`config.mk`:
```
export PLATFORM = sky130hd
export DESIGN_NAME = fm_op_sched_flat
export DESIGN_NICKNAME = d
export VERILOG_FILES = /design/src/rtl/fm_op_sched_if.sv /design/src/rtl/fm_op_sched.sv /design/src/flat_wrapper.sv
export SDC_FILE = /design/constraint.sdc
export NUM_CORES = 1
export LEC_CHECK = 0
export ABC_AREA = 1
export CAP_MARGIN = 20
export CORE_MARGIN = 2
export CORE_UTILIZATION = 64
export DETAILED_ROUTE_END_ITERATION = 16
export DONT_BUFFER_PORTS = 1
export PLACE_DENSITY = 0.77
export SLEW_MARGIN = 40
export SYNTH_ARGS = -nofsm -noshare
export SYNTH_HDL_FRONTEND = slang
export SYNTH_SLANG_ARGS = --single-unit
```
`constraint.sdc`:
```
create_clock -name clk -period 2.3 [get_ports clk]
set_input_delay 0.46 -clock clk [delete_from_list [all_inputs] [get_ports clk]]
set_output_delay 0.46 -clock clk [all_outputs]
set_load 0.01 [all_outputs]
```
`src/rtl/fm_op_sched_if.sv`:
```
// Host/datapath-facing signal bundle of the FM operator sequencer.
interface fm_op_sched_if;
    logic       sample_tick;
    logic       reset_req;
    logic [5:0] reset_op;
    logic       am_dep;
    logic [5:0] op_sel;
    logic       next;
    logic       op_reset;
    logic [5:0] am_val;
    logic       busy;
    logic       sample_done;
    logic       init_done;
    logic       overrun;

    modport master (
        output sample_tick, reset_req, reset_op, am_dep,
        input  op_sel, next, op_reset, am_val, busy, sample_done, init_done, overrun
    );

    modport slave (
        input  sample_tick, reset_req, reset_op, am_dep,
        output op_sel, next, op_reset, am_val, busy, sample_done, init_done, overrun
    );
endinterface

```
`src/rtl/fm_op_sched.sv`:
```
// Per-sample operator slot sequencer: slot walk, state write strobe, per-op reset
// servicing, one-time init sweep and the shared tremolo (AM) triangle value.
module fm_op_sched #(
    parameter int unsigned NUM_OPS     = 36,
    parameter int unsigned STEP_CYCLES = 4,
    parameter int unsigned AM_DIV      = 64
) (
    input  logic          clk,
    input  logic          rst_n,
    fm_op_sched_if.slave  bus
);
    localparam int unsigned OP_W    = 6;
    localparam int unsigned AM_W    = 6;
    localparam int unsigned POS_W   = 8;
    localparam int unsigned POS_MAX = 207;
    localparam int unsigned TRI_TOP = 104;
    localparam int unsigned STEP_W  = (STEP_CYCLES > 1) ? $clog2(STEP_CYCLES) : 1;
    localparam int unsigned DIV_W   = (AM_DIV > 1) ? $clog2(AM_DIV) : 1;

    typedef enum logic [1:0] {ST_INIT, ST_IDLE, ST_RUN} state_t;

    state_t             state_q, state_d;
    logic [STEP_W-1:0]  step_q;
    logic [OP_W-1:0]    op_q;
    logic [NUM_OPS-1:0] pending_q, pending_d;
    logic               slot_rst_q;
    logic [POS_W-1:0]   pos_q;
    logic [DIV_W-1:0]   div_q;
    logic [AM_W-1:0]    am_q;
    logic               done_q, init_done_q, overrun_q;

    logic               sweep_c, last_step_c, last_slot_c, sweep_end_c;
    logic               slot_start_c, req_hit_c, slot_hit_c, div_wrap_c;
    logic [POS_W-1:0]   pos_d, tri_c;
    logic [AM_W-1:0]    am_d;

    assign sweep_c      = (state_q != ST_IDLE);
    assign last_step_c  = (step_q == STEP_W'(STEP_CYCLES - 1));
    assign last_slot_c  = last_step_c && (op_q == OP_W'(NUM_OPS - 1));
    assign sweep_end_c  = (state_q == ST_RUN) && last_slot_c;
    assign slot_start_c = (state_q == ST_RUN) && (step_q == '0);
    assign req_hit_c    = bus.reset_req && (bus.reset_op == op_q);
    // A request landing on the slot-start cycle is serviced in this same slot.
    assign slot_hit_c   = (step_q == '0) ? (pending_q[op_q] | req_hit_c) : slot_rst_q;

    // State register
    always_ff @(posedge clk or negedge rst_n) begin
        if (!rst_n) state_q <= ST_INIT;
        else        state_q <= state_d;
    end

    // Next-state logic
    always_comb begin
        state_d = state_q;
        case (state_q)
            ST_INIT: if (last_slot_c)     state_d = ST_IDLE;
            ST_IDLE: if (bus.sample_tick) state_d = ST_RUN;
            ST_RUN:  if (last_slot_c)     state_d = ST_IDLE;
            default:                      state_d = ST_INIT;
        endcase
    end

    // Slot walk: step within slot, operator index
    always_ff @(posedge clk or negedge rst_n) begin
        if (!rst_n) begin
            step_q <= '0;
            op_q   <= '0;
        end else if (!sweep_c) begin
            step_q <= '0;
            op_q   <= '0;
        end else if (last_step_c) begin
            step_q <= '0;
            op_q   <= (op_q == OP_W'(NUM_OPS - 1)) ? '0 : op_q + OP_W'(1);
        end else begin
            step_q <= step_q + STEP_W'(1);
        end
    end

    // Pending reset requests; a new set beats the slot-start clear
    always_comb begin
        pending_d = pending_q;
        if (slot_start_c) pending_d[op_q] = 1'b0;
        for (int unsigned i = 0; i < NUM_OPS; i++) begin
            if (bus.reset_req && (bus.reset_op == OP_W'(i))) pending_d[i] = 1'b1;
        end
    end

    always_ff @(posedge clk or negedge rst_n) begin
        if (!rst_n) begin
            pending_q  <= '0;
            slot_rst_q <= 1'b0;
        end else begin
            pending_q <= pending_d;
            if (slot_start_c) slot_rst_q <= slot_hit_c;
        end
    end

    // Tremolo triangle: position advances every AM_DIV completed samples
    always_comb begin
        div_wrap_c = (div_q == DIV_W'(AM_DIV - 1));
        pos_d      = pos_q;
        if (div_wrap_c) pos_d = (pos_q == POS_W'(POS_MAX)) ? '0 : pos_q + POS_W'(1);
        tri_c      = (pos_d < POS_W'(TRI_TOP)) ? pos_d : POS_W'(POS_MAX) - pos_d;
        am_d       = bus.am_dep ? AM_W'(tri_c >> 1) : AM_W'(tri_c >> 3);
    end

    always_ff @(posedge clk or negedge rst_n) begin
        if (!rst_n) begin
            div_q <= '0;
            pos_q <= '0;
            am_q  <= '0;
        end else if (sweep_end_c) begin
            div_q <= div_wrap_c ? '0 : div_q + DIV_W'(1);
            pos_q <= pos_d;
            am_q  <= am_d;
        end
    end

    // Status flags
    always_ff @(posedge clk or negedge rst_n) begin
        if (!rst_n) begin
            done_q      <= 1'b0;
            init_done_q <= 1'b0;
            overrun_q   <= 1'b0;
        end else begin
            done_q      <= sweep_end_c;
            init_done_q <= init_done_q | ((state_q == ST_INIT) && last_slot_c);
            overrun_q   <= overrun_q | (bus.sample_tick && sweep_c && !sweep_end_c);
        end
    end

    assign bus.op_sel      = op_q;
    assign bus.next        = sweep_c && last_step_c;
    assign bus.op_reset    = (state_q == ST_INIT) || ((state_q == ST_RUN) && slot_hit_c);
    assign bus.am_val      = am_q;
    assign bus.busy        = sweep_c;
    assign bus.sample_done = done_q;
    assign bus.init_done   = init_done_q;
    assign bus.overrun     = overrun_q;
endmodule

```
`src/flat_wrapper.sv`:
```
// flat-port wrapper written by rule: the top's interface ports become plain ports
module fm_op_sched_flat 
#(
    parameter int unsigned NUM_OPS     = 36,
    parameter int unsigned STEP_CYCLES = 4,
    parameter int unsigned AM_DIV      = 64
)
  (clk, rst_n, bus_sample_tick, bus_reset_req, bus_reset_op, bus_am_dep, bus_op_sel, bus_next, bus_op_reset, bus_am_val, bus_busy, bus_sample_done, bus_init_done, bus_overrun);
  fm_op_sched_if bus_i ();
  input  logic clk;
  input  logic rst_n;
  input wire logic [$bits(bus_i.sample_tick)-1:0] bus_sample_tick;
  input wire logic [$bits(bus_i.reset_req)-1:0] bus_reset_req;
  input wire logic [$bits(bus_i.reset_op)-1:0] bus_reset_op;
  input wire logic [$bits(bus_i.am_dep)-1:0] bus_am_dep;
  output wire logic [$bits(bus_i.op_sel)-1:0] bus_op_sel;
  output wire logic [$bits(bus_i.next)-1:0] bus_next;
  output wire logic [$bits(bus_i.op_reset)-1:0] bus_op_reset;
  output wire logic [$bits(bus_i.am_val)-1:0] bus_am_val;
  output wire logic [$bits(bus_i.busy)-1:0] bus_busy;
  output wire logic [$bits(bus_i.sample_done)-1:0] bus_sample_done;
  output wire logic [$bits(bus_i.init_done)-1:0] bus_init_done;
  output wire logic [$bits(bus_i.overrun)-1:0] bus_overrun;
  assign bus_i.sample_tick = bus_sample_tick;
  assign bus_i.reset_req = bus_reset_req;
  assign bus_i.reset_op = bus_reset_op;
  assign bus_i.am_dep = bus_am_dep;
  assign bus_op_sel = bus_i.op_sel;
  assign bus_next = bus_i.next;
  assign bus_op_reset = bus_i.op_reset;
  assign bus_am_val = bus_i.am_val;
  assign bus_busy = bus_i.busy;
  assign bus_sample_done = bus_i.sample_done;
  assign bus_init_done = bus_i.init_done;
  assign bus_overrun = bus_i.overrun;
  fm_op_sched #(.NUM_OPS(NUM_OPS), .STEP_CYCLES(STEP_CYCLES), .AM_DIV(AM_DIV)) u_core (.clk(clk), .rst_n(rst_n), .bus(bus_i));
endmodule
```
==> out/qor.yml, run 1 <==
status:
  run_status: "finished with violations"
  violations_in_the_final_reports: "negative setup slack"
sta:
  fmaxAchievable_mhz: 413.1
  rsz0062_at_grt: "true"
  worst-slew-pin-transition_ns: 0.5038
  timing_max_transition_violations_final: 0
  setup-violations-final: 1
  slew_headroom_pct: 66.15
  finalHoldViolCount: 0
  pnr_worst_setup_slack_ns: -0.1209
  final.setup.tns_ns: -0.1209
  final.period_utilization_pct: 105.3
  min_period_ns: 2.421
  clock_skew_ns: 0.007630
routing:
  routed-via-count: 3952
  dr.pass1.iters: 6
  antenna_left: 0
  routed_via_density: 5.890
  drt-total-wl_um: 11310
  routed_wire_length_per_instance_um: 16.85
  detailedRoute.firstIterationViolations: 569
  route.detailed.drc: 0
yosys:
  synth_largest_type_area_fraction_pct: 43.09
  synth_simple_gate_area_share_pct: 32.13
  synth_xor_xnor_area_share_pct: 1.293
  synth_fa_ha_area_share_pct: 2.462
  post_synth.cell_area_avg_sq_um: 7.259
  synth-compound-area-share_pct: 12.83
  synth_seq_cells: 70
  syn-cell-area_sq_um: 4065
  portion_of_the_post_synthesis_area_used_by_sequential_elements_pct: 43.09
  synth_fp_nets: 579
  post_synth_inst_count: 560
  synth_top_family_by_area: "simple AND/OR/NAND/NOR gates"
  mux_cell_area_share_after_synthesis_pct: 0
  synth_top_cell_by_area: "sky130_fd_sc_hd__dfrtp_1"
  synth.distinct_cells: 34
  yosys-top-cells-area: "sky130_fd_sc_hd__dfrtp_1 43%, sky130_fd_sc_hd__nand2_1 17%, sky130_fd_sc_hd__o21ai_0 8.5%, sky130_fd_sc_hd__inv_1 5.9%, sky130_fd_sc_hd__nand3_1 4.3%"
  yosys_warnings: 0
worst_setup_path:
  critPathCaptureType: "output pin"
  critPathMaxFanout: 4
  timing.critical_path.slowest_stage_cell: "sky130_fd_sc_hd__dfrtp_2"
  path_cells: "clkinv_4 > buf_6 > buf_4 > nand2_2 > a21oi_1 > o21ai_1 > nand2_1 > nand2_2 > nand2_2 > nor2_4 > nand2_2 > nand3_2 > nand2_2"
  critical-path-top-delay-family: "simple AND/OR/NAND/NOR gates"
  setup.reg_to_reg.worst_slack_ns: 0.18
  required_ns: 1.84
  cp-start-kind: "flip-flop"
  cpMostUsedCell: "sky130_fd_sc_hd__nand2_2"
  critPathKind: "flip-flop to output pin"
  cp.buffers_inverters: 3
  slowest_delay_ns: 0.43
  arrival_ns: 1.96
power_and_ir_drop:
  worst_ir_drop_vdd_uv: 337.6
  power_density_nw_per_um2: 472.1
  cellLeakagePower_uw: 0.002128
hold_path:
  hold_path_class: "primary input to async pin"
layout:
  finish.net_count: 610
  antenna_cells: 0
  drive_gt1_share_pct: 20.71
  multiInputGateArea_sq_um: 2202
  nFillCells: 429
  syn_to_final_growth_pct: 18.93
  ff_latch_area_sq_um: 1757
  utilization_pct: 77.47
  final_area_sq_um: 4835
grt:
  via_count_of_the_first_global_routing_pass: 3789
  grt_max_degree: 71
  grt_antenna_before_repair: 0
  gr-total-overflow: 0
  grt_first_pass_wirelength_um: 18320
  grtUsageTotal_pct: 32.64
job:
  drv_cap: 0
floorplan:
  initial_core_util_pct: 65.14
  die_y_um: 83.70
  floorplan.core_area_sq_um: 6241
  dieArea_sq_um: 7006
  die_width_um: 83.70
  rows: 29
  io_pins: 29
cts:
  numCtsBuffers: 9
  count_of_h_tree_levels_built_during_cts: 3
  clock-root-buffer: "sky130_fd_sc_hd__clkbuf_8"
  tritoncts: "built"
  numClockSinks: 70
  clk_pin_slew_ns: 0.07
  cts.path.max_buffers: 2
  clock_latency_ns: 0.34
placed_design:
  post_dp_cell_area_sq_um: 4224
  place.gp.congestion: 0.9645
  detailedPlacementHpwl_um: 7419
  preCtsSetupSlack_ns: 0.07503
  port_buffers: 0
report_power, final:
part	leakage [uW]	switching, uW	internal (uW)
Clock	0.0000956	430	550
Sequential	0.000744	0.0000000000000828	1230
Combinational	0.00129	55.7	16.0
final cells by class:
type	count	share of cell area, %
sequential	70	36.34
tap	77	1.993
multi-input combinational	409	45.55
inverter	70	5.642
clock inverter	1	0.6211
timing repair buffer	31	6.573
clock buffer	13	3.287
final timing paths:
check | start | endpoint | cells after the start
worst max-delay path | u_core.bus.op_sel[0]$_DFFE_PN0P_ | bus_op_reset | 13
min in group clk | bus_sample_tick | u_core.state_q[0]$_DFFE_PN0P_ | 1
max in group asynchronous | rst_n | u_core.bus.op_sel[0]$_DFFE_PN0P_ | 1
worst min register to register | u_core.step_q[0]$_DFF_PN0_ | u_core.step_q[0]$_DFF_PN0_ | 1
worst max register to register | u_core.div_q[0]$_DFFE_PN0P_ | u_core.bus.am_val[5]$_DFFE_PN0P_ | 16
worst min-delay path | rst_n | u_core.pending_q[16]$_DFFE_PN0P_ | 1
placed cells by master (no fill, tap or decap), types with 3 or more instances in the layout:
master and count:
sky130_fd_sc_hd__nor3_1 4, sky130_fd_sc_hd__nor2_2 4, sky130_fd_sc_hd__a21oi_1 12, sky130_fd_sc_hd__nand2_4 3
sky130_fd_sc_hd__clkbuf_8 11, sky130_fd_sc_hd__nand3_4 5, sky130_fd_sc_hd__nand2_1 174, sky130_fd_sc_hd__nor2_4 5
sky130_fd_sc_hd__o21ai_0 65, sky130_fd_sc_hd__nand4_1 5, sky130_fd_sc_hd__nor3_2 3, sky130_fd_sc_hd__inv_1 55
sky130_fd_sc_hd__ha_1 7, sky130_fd_sc_hd__nand3_2 13, sky130_fd_sc_hd__buf_4 19, sky130_fd_sc_hd__nand3_1 21
sky130_fd_sc_hd__dfrtp_1 66, sky130_fd_sc_hd__a21oi_2 4, sky130_fd_sc_hd__xor2_1 5, sky130_fd_sc_hd__o22ai_1 7
sky130_fd_sc_hd__dfrtp_2 4, sky130_fd_sc_hd__nor2_1 38, sky130_fd_sc_hd__inv_2 12, sky130_fd_sc_hd__o21ai_1 3
sky130_fd_sc_hd__buf_6 6, sky130_fd_sc_hd__nand2_2 14
timing repair:
| action | 4_1_cts | 5_1_grt |
|---|---|---|
| endpoints found under the hold margin | 70 | 0 |
| setup endpoints to repair | 1 | 7 |
| setup buffers | 3 | 9 |
| gates resized for setup | 17 | 68 |
| hold buffers | 1 | 0 |
| pin swaps | 1 | 20 |
| gates cloned | 1 | 2 |
logic make-up after synthesis:
logic type / Yosys count
buf+inv: 82
xor+xnor: 6
compound gates: 99
flops: 70
simple gates: 295
fa+ha+maj: 8
cell usage after synthesis, drive strengths merged:
master  count
nand2     191
dfrtp      70
inv        69
o21ai      69
nor2       48
nand3      39
a21oi      16
buf        10
nor3        9
ha          8
o22ai       7
nand4       6
xor2        5
a22oi       3
clkbuf      2
a21boi      1
a31o        1
a31oi       1
clkinv      1
nand3b      1
o21bai      1
or2         1
xnor2       1
layer usage:
metal	GRT usage [%]	part of all wire (%)
met4	11.14	3.1
met2	49.38	45
met3	6.133	9.1
met1	47.51	43
met5	0	0
sequential cells by signal, indices dropped and copies added, names as in the netlist, named ones only:
register	flops
u_core.bus.am_val	6
u_core.bus.init_done	1
u_core.bus.op_sel	6
u_core.bus.overrun	1
u_core.bus.sample_done	1
u_core.div_q	6
u_core.pending_q	36
u_core.pos_q	7
u_core.slot_rst_q	1
u_core.state_q	2
u_core.step_q	2
per-stage QoR:
stage	std cells	total power (uW)	hold WS, ns
6_report	671	2282	0.002010
5_1_grt	671	2339	0.02816
4_1_cts	660	2284	0.01796
3_5_place_dp	641	1295	0.1658
3_3_place_gp	641	1296	0.1657
2_1_floorplan	560	1285	0.1644
Note: power is estimated with default switching activity, not from simulation.
==> run 2, diff against run 1 <==
--- a/config.mk
+++ b/config.mk
@@ -5,9 +5,8 @@
 export SDC_FILE = /design/constraint.sdc
 export NUM_CORES = 1
 export LEC_CHECK = 0
-export ABC_AREA = 1
+export ABC_AREA = 0
 export CAP_MARGIN = 20
-export CORE_MARGIN = 2
 export CORE_UTILIZATION = 64
 export DETAILED_ROUTE_END_ITERATION = 16
 export DONT_BUFFER_PORTS = 1
==> run 2 against run 1 <==
Effect of this change: the flow finishes with violations (negative hold slack, negative setup slack); critical path depth shrank 6; routed wire length grew 4.3%; first-iteration DRC count shrank 37%; register-to-register slack lost 0.64 ns; synthesized cell count shrank 26%; clock power grew 13%; hold slack lost 0.018 ns; non-clock buffer count grew 43; core utilization grew 5.9 points; maximum frequency shrank 13%; sequential share of layout area shrank 0.75 points; total power grew 86%; critical endpoint unchanged.
==> out/qor.yml, run 2 <==
placed_design:
  port_buffers: 0  # unchanged
  detailedPlacementHpwl_um: 7885  # was 7419 um
  place.gp.congestion: 0.9619  # was 0.9645
sta:
  clock_skew_ns: 0.006758  # was 0.007630 ns
  setup-violations-final: 7  # was 1
  finalHoldViolCount: 29  # was 0
  slew_headroom_pct: 66.77  # was 66.15%
  worst-slew-pin-transition_ns: 0.4984  # was 0.5038 ns
  timing_max_transition_violations_final: 0  # unchanged
  timing.hold.ws_ns: -0.01576  # was 0.002010 ns
  final.period_utilization_pct: 121.0  # was 105.3%
  fmaxAchievable_mhz: 359.3  # was 413.1 MHz
  pnr_worst_setup_slack_ns: -0.4836  # was -0.1209 ns
  min_period_ns: 2.784  # was 2.421 ns
  rsz0062_at_grt: "true"  # unchanged
layout:
  mostFrequentLayoutCells: "84 x sky130_fd_sc_hd__o21ai_0, 70 x sky130_fd_sc_hd__buf_4, 67 x sky130_fd_sc_hd__dfrtp_1"  # was 174 x sky130_fd_sc_hd__nand2_1, 66 x sky130_fd_sc_hd__dfrtp_1, 65 x sky130_fd_sc_hd__o21ai_0
  largest_registers: "u_core.pending_q x36, u_core.pos_q x7"  # unchanged
  multiInputGateArea_sq_um: 2212  # was 2202 sq um
  nFillCells: 324  # was 429
  antenna_cells: 0  # unchanged
  syn_to_final_growth_pct: 25.69  # was 18.93%
  ff_latch_area_sq_um: 1755  # was 1757 sq um
  largest_register_ffs: 36  # unchanged
  finish.net_count: 505  # was 610
  final_common_cell: "sky130_fd_sc_hd__o21ai_0"  # was sky130_fd_sc_hd__nand2_1
  registers.top_by_ff_count: "u_core.pending_q"  # unchanged
  drive_gt1_share_pct: 28.31  # was 20.71%
yosys:
  yosys_warnings: 0  # unchanged
  yosys-top-cells-area: "sky130_fd_sc_hd__dfrtp_1 45%, sky130_fd_sc_hd__o21ai_0 11%, sky130_fd_sc_hd__nand2_1 3.9%, sky130_fd_sc_hd__ha_1 2.6%, sky130_fd_sc_hd__xnor2_1 1.8%"  # was sky130_fd_sc_hd__dfrtp_1 43%, sky130_fd_sc_hd__nand2_1 17%, sky130_fd_sc_hd__o21ai_0 8.5%, sky130_fd_sc_hd__inv_1 5.9%, sky130_fd_sc_hd__nand3_1 4.3%
  synth.distinct_cells: 67  # was 34
  async_reset_ff_share_pct: 100.0  # unchanged
  portion_of_the_post_synthesis_area_used_by_sequential_elements_pct: 44.63  # was 43.09%
  synth_enable_flop_cells: 0  # unchanged
  synth_fp_nets: 435  # was 579
  synth_flop_cell: "sky130_fd_sc_hd__dfrtp_1"  # unchanged
  synth_top_cell_by_area: "sky130_fd_sc_hd__dfrtp_1"  # unchanged
  post_synth.cell_area_avg_sq_um: 9.435  # was 7.259 sq um
  post_synth_inst_count: 416  # was 560
  synth_common_cells: "86 x sky130_fd_sc_hd__o21ai_0, 70 x sky130_fd_sc_hd__dfrtp_1, 41 x sky130_fd_sc_hd__nand2_1"  # was 187 x sky130_fd_sc_hd__nand2_1, 70 x sky130_fd_sc_hd__dfrtp_1, 69 x sky130_fd_sc_hd__o21ai_0
  synth_largest_type_area_fraction_pct: 44.63  # was 43.09%
  syn-cell-area_sq_um: 3925  # was 4065 sq um
  synth_seq_cells: 70  # unchanged
  yosys.cell_count.top_type: "sky130_fd_sc_hd__o21ai_0"  # was sky130_fd_sc_hd__nand2_1
cts:
  numClockSinks: 70  # unchanged
  clk_pin_slew_ns: 0.08  # was 0.07 ns
  clock_latency_ns: 0.35  # was 0.34 ns
  tritoncts: "built"  # unchanged
  count_of_h_tree_levels_built_during_cts: 3  # unchanged
  numCtsBuffers: 9  # unchanged
  cts.path.max_buffers: 2  # unchanged
  clock-root-buffer: "sky130_fd_sc_hd__clkbuf_8"  # unchanged
worst_setup_path:
  rr_startpoint: "u_core.div_q[0]$_DFFE_PN0P_"  # unchanged
  cp.buffers_inverters: 2  # was 3
  path_cells: "buf_4 > nor3b_1 > buf_4 > a222oi_1 > a31oi_1 > o32ai_2 > a21oi_2"  # was clkinv_4 > buf_6 > buf_4 > nand2_2 > a21oi_1 > o21ai_1 > nand2_1 > nand2_2 > nand2_2 > nor2_4 > nand2_2 > nand3_2 > nand2_2
  arrival_ns: 2.32  # was 1.96 ns
  required_ns: 1.84  # about the same
  cpMostUsedCell: "sky130_fd_sc_hd__buf_4"  # was sky130_fd_sc_hd__nand2_2
  reg2regPathDepth: 12  # was 16
  critPathMaxFanout: 6  # was 4
  slowest_delay_ns: 0.46  # was 0.43 ns
  timing.critical_path.slowest_stage_cell: "sky130_fd_sc_hd__dfrtp_2"  # unchanged
  setup.reg_to_reg.worst_slack_ns: -0.46  # was 0.18 ns
  r2r-end: "u_core.bus.am_val[2]$_DFFE_PN0P_"  # was u_core.bus.am_val[5]$_DFFE_PN0P_
  cp-start-kind: "flip-flop"  # unchanged
  critPathCaptureType: "output pin"  # unchanged
  critical-path-top-delay-family: "compound AO/OA/AOI/OAI gates"  # was simple AND/OR/NAND/NOR gates
  critPathKind: "flip-flop to output pin"  # unchanged
grt:
  grt_antenna_before_repair: 0  # unchanged
  via_count_of_the_first_global_routing_pass: 3728  # was 3789
  grt_max_degree: 71  # unchanged
  grt_first_pass_wirelength_um: 17890  # was 18320 um
  grtUsageTotal_pct: 37.76  # was 32.64%
  gr-total-overflow: 0  # unchanged
routing:
  routed_via_density: 6.788  # was 5.890
  dr.pass1.iters: 5  # was 6
  antenna_left: 0  # unchanged
  detailedRoute.firstIterationViolations: 356  # was 569
  drt-total-wl_um: 11790  # was 11310 um
  route.detailed.drc: 0  # unchanged
  routed_wire_length_per_instance_um: 20.83  # was 16.85 um
  routed-via-count: 3842  # was 3952
floorplan:
  rows: 28  # was 29
  dieArea_sq_um: 6450  # was 7006 sq um
  die_y_um: 80.31  # was 83.70 um
  floorplan.core_area_sq_um: 5921  # was 6241 sq um
  io_pins: 29  # unchanged
  die_width_um: 80.31  # was 83.70 um
  initial_core_util_pct: 66.29  # was 65.14%
status:
  run_status: "finished with violations"  # unchanged
  violations_in_the_final_reports: "negative hold slack, negative setup slack"  # was negative setup slack
power_and_ir_drop:
  total_power_uw: 4236  # was 2282 uW
  internal_power_uw: 2785  # was 1796 uW
  sequentialPowerShare_pct: 36.6  # was 53.9%
  power_density_nw_per_um2: 858.6  # was 472.1 nW/um^2
  share_clk_of_total_power_pct: 26.2  # was 42.9%
  netSwitchingFraction_pct: 34.26  # was 21.29%
  worst_ir_drop_vdd_uv: 844.5  # was 337.6 uV
  power.switching_uw: 1451  # was 485.9 uW
  combinationalPowerShare_pct: 37.2  # was 3.1%
  cellLeakagePower_uw: 0.001999  # was 0.002128 uW
job:
  drv_cap: 0  # unchanged
hold_path:
  hold_path_class: "primary input to async pin"  # unchanged
## run 2: how the worst max path moves through the flow
stage                                startpoint                                to  depth (start not counted)
6_report       u_core.bus.op_sel[1]$_DFFE_PN0P_                      bus_op_reset                          7
5_1_grt             u_core.div_q[0]$_DFFE_PN0P_  u_core.bus.am_val[2]$_DFFE_PN0P_                         12
4_1_cts        u_core.bus.op_sel[0]$_DFFE_PN0P_                      bus_op_reset                          8
3_5_place_dp        u_core.div_q[1]$_DFFE_PN0P_  u_core.bus.am_val[2]$_DFFE_PN0P_                         12
3_3_place_gp        u_core.div_q[1]$_DFFE_PN0P_  u_core.bus.am_val[2]$_DFFE_PN0P_                         12
2_1_floorplan       u_core.pos_q[1]$_DFFE_PN0P_  u_core.bus.am_val[2]$_DFFE_PN0P_                         13
## run 2: area by class of cell
cell class	instances	share of cell area, %
multi-input combinational	320	44.84
sequential	70	35.58
timing repair buffer	74	12.40
clock buffer	13	3.627
tap	75	1.902
inverter	11	0.8369
clock inverter	3	0.8116
## run 2: power groups by stage
stage,clock network [uW],registers (uW),logic [uW]
6_report,1110,1550,1570
2_1_floorplan,0,1510,815
4_1_cts,1090,1550,1500
3_5_place_dp,0,1560,1260
3_3_place_gp,0,1550,1210
5_1_grt,1150,1570,1680
## run 2: layer usage
metal,global-route usage (%),wire (um),vias up
met5,0,0,-
met4,22.50,594,0
met3,6.364,843,57
met2,67.18,5860,222
met1,42.15,4491,1879
li1,-,-,1684
## run 2: logic make-up (layout without fill, tap and decap cells)
kind of cell / after synthesis / count (layout) / share of synthesized area, %
and+or+nand+nor: 144 / 144 / 20.94
AOI/OAI and AO/OA: 142 / 142 / 21.84
muxes: 11 / 11 / 3.857
buffers and inverters: 26 / 101 / 2.837
DFF: 70 / 70 / 44.63
adders and majority gates: 8 / 8 / 2.550
xor gates and xnor gates: 15 / 15 / 3.347
## run 2: through the flow
stage / instance area [sq um] / setup WS [ns] / instances / TNS (ns) / util (%)
6_report: 4933 / -0.4836 / 566 / -3.106 / 83.33
5_1_grt: 4933 / -0.5721 / 566 / -3.791 / 83.33
4_1_cts: 4858 / -0.4454 / 560 / -2.532 / 82.06
3_5_place_dp: 4454 / -0.5099 / 538 / -2.499 / 75.23
3_3_place_gp: 4454 / -0.3798 / 538 / -2.009 / 75.23
2_1_floorplan: 3966 / -0.5359 / 416 / -2.370 / -
## run 2: timing repair
action                     4_1_cts  5_1_grt
hold buffers                     1        0
gates resized for setup         22        6
hold endpoints to repair        70        0
gates cloned                     1        0
pin swaps                       11        8
setup buffers                    4        6
setup endpoints to repair        7        7
## run 2: worst register-to-register path, cell delays in order (launching register included)
cell	delay [ns]
sky130_fd_sc_hd__dfrtp_1	0.40
sky130_fd_sc_hd__ha_4	0.17
sky130_fd_sc_hd__nand4_4	0.11
sky130_fd_sc_hd__or4_4	0.52
sky130_fd_sc_hd__xor2_2	0.18
sky130_fd_sc_hd__inv_2	0.08
sky130_fd_sc_hd__ha_4	0.14
sky130_fd_sc_hd__nor2b_4	0.12
sky130_fd_sc_hd__nand4_1	0.13
sky130_fd_sc_hd__and4b_1	0.26
sky130_fd_sc_hd__o211ai_1	0.21
sky130_fd_sc_hd__o22ai_1	0.13
sky130_fd_sc_hd__a221oi_2	0.22
